`src/rtl/divider.sv`:
```
// Multi-cycle radix-2 restoring divider for DIV/DIVU/REM/REMU.
// Works on operand magnitudes and fixes signs in a final cycle; divide-by-zero and overflow finish on accept.

module divider_add #(
  parameter int W = 32
) (
  input  logic [W-1:0] a,
  input  logic [W-1:0] b,
  input  logic         sub,
  output logic [W-1:0] sum,
  output logic         cout
);
  logic [W:0] full;
  assign full        = {1'b0, a} + {1'b0, b ^ {W{sub}}} + {{W{1'b0}}, sub};
  assign {cout, sum} = full;
endmodule

module divider #(
  parameter int WIDTH = 32
) (
  input  logic             clk,
  input  logic             rst_n,
  input  logic             in_valid,
  output logic             in_ready,
  input  logic [1:0]       op,
  input  logic [WIDTH-1:0] dividend,
  input  logic [WIDTH-1:0] divisor,
  output logic             out_valid,
  input  logic             out_ready,
  output logic [WIDTH-1:0] result
);
  localparam int CW = $clog2(WIDTH) + 1;

  typedef enum logic [1:0] {IDLE, CALC, FIX, DONE} state_e;

  state_e           state_q, state_d;
  logic [1:0]       op_q, op_d;
  logic             neg_a_q, neg_a_d;
  logic             neg_b_q, neg_b_d;
  logic [WIDTH-1:0] rem_q, rem_d;
  logic [WIDTH-1:0] quot_q, quot_d;
  logic [WIDTH-1:0] dvs_q, dvs_d;
  logic [CW-1:0]    cnt_q, cnt_d;
  logic [WIDTH-1:0] result_q, result_d;

  // op[0] selects unsigned, op[1] selects remainder
  logic             sgn_in, neg_a_in, neg_b_in, ovf_in;
  logic [WIDTH-1:0] mag_a_in, mag_b_in;

  assign sgn_in   = ~op[0];
  assign neg_a_in = sgn_in & dividend[WIDTH-1];
  assign neg_b_in = sgn_in & divisor[WIDTH-1];
  assign mag_a_in = neg_a_in ? -dividend : dividend;
  assign mag_b_in = neg_b_in ? -divisor  : divisor;
  assign ovf_in   = sgn_in && (dividend == {1'b1, {(WIDTH-1){1'b0}}}) && (divisor == '1);

  logic [WIDTH-1:0] rem_sh, diff;
  logic             cout, qbit;

  assign rem_sh = {rem_q[WIDTH-2:0], quot_q[WIDTH-1]};

  divider_add #(.W(WIDTH)) u_sub (
    .a    (rem_sh),
    .b    (dvs_q),
    .sub  (1'b1),
    .sum  (diff),
    .cout (cout)
  );

  // The bit shifted out of rem_q is the 33rd bit of the trial value; if set the
  // trial value exceeds any divisor, and the low WIDTH bits of diff are exact.
  assign qbit = rem_q[WIDTH-1] | cout;

  always_comb begin
    state_d  = state_q;
    op_d     = op_q;
    neg_a_d  = neg_a_q;
    neg_b_d  = neg_b_q;
    rem_d    = rem_q;
    quot_d   = quot_q;
    dvs_d    = dvs_q;
    cnt_d    = cnt_q;
    result_d = result_q;
    case (state_q)
      IDLE: begin
        if (in_valid) begin
          op_d    = op;
          neg_a_d = neg_a_in;
          neg_b_d = neg_b_in;
          quot_d  = mag_a_in;
          dvs_d   = mag_b_in;
          rem_d   = '0;
          cnt_d   = '0;
          if (divisor == '0) begin
            result_d = op[1] ? dividend : '1;
            state_d  = DONE;
          end else if (ovf_in) begin
            result_d = op[1] ? '0 : dividend;
            state_d  = DONE;
          end else begin
            state_d  = CALC;
          end
        end
      end
      CALC: begin
        rem_d  = qbit ? diff : rem_sh;
        quot_d = {quot_q[WIDTH-2:0], qbit};
        cnt_d  = cnt_q + CW'(1);
        if (cnt_q == CW'(WIDTH - 1)) state_d = FIX;
      end
      FIX: begin
        if (op_q[1]) result_d = neg_a_q ? -rem_q : rem_q;
        else         result_d = (neg_a_q ^ neg_b_q) ? -quot_q : quot_q;
        state_d = DONE;
      end
      DONE: begin
        if (out_ready) state_d = IDLE;
      end
      default: state_d = IDLE;
    endcase
  end

  always_ff @(posedge clk or negedge rst_n) begin
    if (!rst_n) begin
      state_q  <= IDLE;
      op_q     <= '0;
      neg_a_q  <= 1'b0;
      neg_b_q  <= 1'b0;
      rem_q    <= '0;
      quot_q   <= '0;
      dvs_q    <= '0;
      cnt_q    <= '0;
      result_q <= '0;
    end else begin
      state_q  <= state_d;
      op_q     <= op_d;
      neg_a_q  <= neg_a_d;
      neg_b_q  <= neg_b_d;
      rem_q    <= rem_d;
      quot_q   <= quot_d;
      dvs_q    <= dvs_d;
      cnt_q    <= cnt_d;
      result_q <= result_d;
    end
  end

  assign in_ready  = (state_q == IDLE);
  assign out_valid = (state_q == DONE);
  assign result    = result_q;
endmodule
```
`config.mk`:
```
export PLATFORM = sky130hd
export DESIGN_NAME = divider
export DESIGN_NICKNAME = d
export VERILOG_FILES = /design/src/rtl/divider.sv
export SDC_FILE = /design/constraint.sdc
export NUM_CORES = 1
export LEC_CHECK = 0
export ABC_AREA = 1
export CELL_PAD_IN_SITES_DETAIL_PLACEMENT = 1
export CELL_PAD_IN_SITES_GLOBAL_PLACEMENT = 1
export CORE_MARGIN = 3
export CORE_UTILIZATION = 42
export DETAILED_ROUTE_END_ITERATION = 8
export HOLD_SLACK_MARGIN = 0.02
export PLACE_DENSITY = 0.85
export SLEW_MARGIN = 20
export SYNTH_ARGS = -nofsm -noshare
export SYNTH_HDL_FRONTEND = slang
export SYNTH_SLANG_ARGS = --single-unit
```
`constraint.sdc`:
```
create_clock -name clk -period 2.5 [get_ports clk]
set_clock_uncertainty 0.2 [all_clocks]
set_input_delay 0.5 -clock clk [delete_from_list [all_inputs] [get_ports clk]]
set_output_delay 0.5 -clock clk [all_outputs]
set_load 0.005 [all_outputs]
```
==> run_results.csv <==
group,metric,value,unit
route,dr.pass1.iters,5,
logic_synthesis,async_reset_ff_share,100,%
setup_path,critPathRequiredTime,2.64,ns
logic_synthesis,synth-simple-area-share,43.1,%
die,design.die.area,33800,sq um
global_route,grt_pass1_vias,18443,
route,drtAntennaViolNets,0,
timing,tightest_slew,0.520,ns
clocking,root_buffer,"clkbuf_16",
placement,postPlaceCellArea,16900,sq um
logic_synthesis,syn_area,13300,sq um
final_layout,final_layout_size_suffix_gt1_share,21.0,%
outcome,status,"finished with violations",
route,viasPerCell,6.18,
timing,min_period_over_period,109,%
final_layout,antenna_cells,0,
timing,rsz0062_at_grt,"true",
logic_synthesis,synthesis.instances,2254,
placement,port_buffers,103,
global_route,grt_antenna_before_repair,2,
logic_synthesis,synth_ff_type,"dfrtp_1",
final_layout,area_growth,39.5,%
logic_synthesis,ys_warn_count,0,
route,vias,18742,
setup_path,cp_max_fo,7,
clocking,clk_pin_slew_worst_paths,0.07,ns
logic_synthesis,seq_area_frac_synth,26.2,%
setup_path,crit_path_end_kind,"register",
pwr,leakagePower,9.31,nW
timing,fin_ws,-0.227,ns
logic_synthesis,synth_adder_area_share,4.10,%
global_route,grtUsageTotal,38.2,%
timing,max_freq,0.367,GHz
flow_run,cap_violations,0,
timing,slew-limit-headroom,65.0,%
logic_synthesis,synth-seq-cells,139,
die,rows,64,
die,die_x,184,um
clocking,cts_sinks,139,
die,core_area,30900,sq um
pwr,power_per_cell_area,1630,nW/um^2
logic_synthesis,synthesis.nets,2367,
timing,fin_crit,2.73,ns
setup_path,worstPathArrival,2.87,ns
die,die_h,184,um
setup_path,startpoint_type,"register",
logic_synthesis,avgSynthCellArea,5.90,sq um
logic_synthesis,synth.distinct_cells,43,
final_layout,fin_area,18500,sq um
global_route,grt_pass1_wl,101,mm
setup_path,critPathCapture,"rem_q[9]",
final_layout,final_util,60.0,%
setup_path,r2r-end,"rem_q[9]",
logic_synthesis,synth.area.mux_share,0.151,%
die,io_pins,104,
clocking,cts_buffer_depth,2,
logic_synthesis,synth_edf_count,0,
setup_path,critPathLaunch,"quot_q[31]",
clocking,htree_levels,4,
pwr,vdd_ir_drop_max,0.674,mV
final_layout,nNetsFinal,2738,
timing,fin_hold_ws,0.247,ns
placement,dpl.hpwl,49.8,mm
route,wl_per_cell,24.3,um
logic_synthesis,synth_compound_area_share,12.8,%
setup_path,worstReg2RegStart,"quot_q[31]",
route,drc,0,
placement,gp_congestion,0.987,
global_route,grt-ovfl-total,0,
setup_path,r2r_slack,-0.23,ns
setup_path,worstRegToRegCells,16,
clocking,cts_buffers,17,
outcome,violations,"negative setup slack",
timing,drv_slew,0,
route,drt_iter0_markers,2242,
timing,finalSetupViolCount,40,
logic_synthesis,synth_xor_area_share,2.96,%
setup_path,criticalPathCategory,"register to register",
clocking,cts_tree,"yes",
die,start_util,43.0,%
global_route,grt_max_degree,52,
clocking,worstSkewPairLatency,0.47,ns
logic_synthesis,synth_top_family_by_area,"simple AND/OR/NAND/NOR gates",
timing,hold_viol_final,0,
route,wirelength,73.9,mm
hold_path,hold_path_class,"primary input to asynchronous set/reset pin",
state kept, by name (all words and copies together) (netlist names):
register	count
cnt_q	6
dvs_q	32
neg_a_q	1
neg_b_q	1
op_q	1
quot_q	32
rem_q	32
result	32
state_q	2
report_power, final:
group | switching, mW | internal (mW)
Sequential | 1.06 | 3.32
Combinational | 14.8 | 8.21
Clock | 1.25 | 1.48
layer usage:
metal	global-route usage [%]	vias up	share of wire, %
met1	46.3	9094	37
met3	5.98	396	9.1
li1	-	8035	-
met2	66.5	1215	47
met5	0	-	0.012
met4	18.2	2	7.1
cell usage in the layout, fill, tap and decap left out, types with 6 or more instances in the layout:
cell	count
a21oi_1	87
a21oi_2	6
buf_12	20
buf_4	299
buf_6	6
clkbuf_16	17
clkdlybuf4s50_1	97
clkinv_4	6
dfrtp_1	129
dfrtp_2	10
ha_1	28
ha_4	10
inv_1	251
inv_2	18
nand2_1	651
nand2_2	35
nand2_4	11
nand3_1	282
nand3_2	33
nand3_4	8
nand4_1	36
nor2_1	213
nor2_2	30
nor2_4	6
nor3_1	21
o211ai_1	8
o21ai_0	171
o21ai_1	34
o21ai_2	7
o21bai_1	6
xnor2_1	11
xor2_1	30
final cells by class:
type                            count  area (sq um)
Clock buffer                       17           425
Multi-Input combinational cell   1764          9100
Sequential cell                   139          3490
Fill cell                        4196         12400
Inverter                          272          1030
Tap cell                          396           495
Timing Repair Buffer              431          3840
Clock inverter                     15           166
per-stage QoR:
stage               setup WS [ns]  std cells  power, mW  setup TNS (ns)
floorplan                   0.150       2254       14.9               0
global placement           -0.301       2973       21.6          -16.70
detailed placement         -0.457       2973       22.5          -26.21
CTS                       -0.0343       3019       26.3          -0.150
global route               -0.263       3034       31.7           -8.33
finish                     -0.227       3034       30.1           -5.14
worst min path at each step:
stage | cells after the start | slack (ns) | endpoint | from
final | 2 | 0.25 | rem_q[4] | rst_n
after global routing | 2 | 0.26 | rem_q[4] | rst_n
after CTS | 2 | 0.25 | rem_q[4] | rst_n
after detailed placement | 1 | 0.17 | result[3] | rst_n
after global placement | 1 | 0.16 | result[6] | rst_n
after floorplan | 0 | 0.004 | cnt_q[0] | rst_n
kinds of logic after synthesis:
logic type	Yosys count
muxes	2
and+or+nand+nor	1344
adders and majority gates	43
xor gates and xnor gates	45
DFF	139
AOI/OAI and AO/OA	329
buffers and inverters	352
timing repair:
action                     CTS  global route
gates cloned                 4             0
gates resized for setup     38           159
buffers inserted             9            15
hold endpoints to repair    90             0
hold buffers                 1             0
setup endpoints to repair   34            71
pin swaps                   11            26
critical path, stage by stage (launching register included):
cell and delay, ns:
dfrtp_1 0.39, inv_2 0.08, ha_4 0.19, fa_2 0.40, inv_2 0.09, nand2_2 0.06
nand2_2 0.09, nand3_2 0.08, nand2_2 0.09, nand2_2 0.05, nand2_2 0.10, nand3_4 0.14
nand2_8 0.18, buf_16 0.16, nand2_1 0.07, nand3_1 0.09, o21ai_1 0.11
synthesized netlist by cell type (12+ instances only):
master / n / area share [%]
nand2_1: 691 / 20
nand3_1: 319 / 12
inv_1: 263 / 7.4
nor2_1: 234 / 6.6
o21ai_0: 178 / 6.7
dfrtp_1: 139 / 26
a21oi_1: 93 / 3.5
clkbuf_1: 47 / 1.3
ha_1: 42 / 4.0
nand4_1: 36 / 1.7
o21ai_1: 35 / 1.3
xor2_1: 30 / 2.0
nor3_1: 22 / 0.83
xnor2_1: 15 / 0.99
buf_2: 13 / 0.49
nor2_2: 12 / 0.56
(Power assumes the default switching activity.)
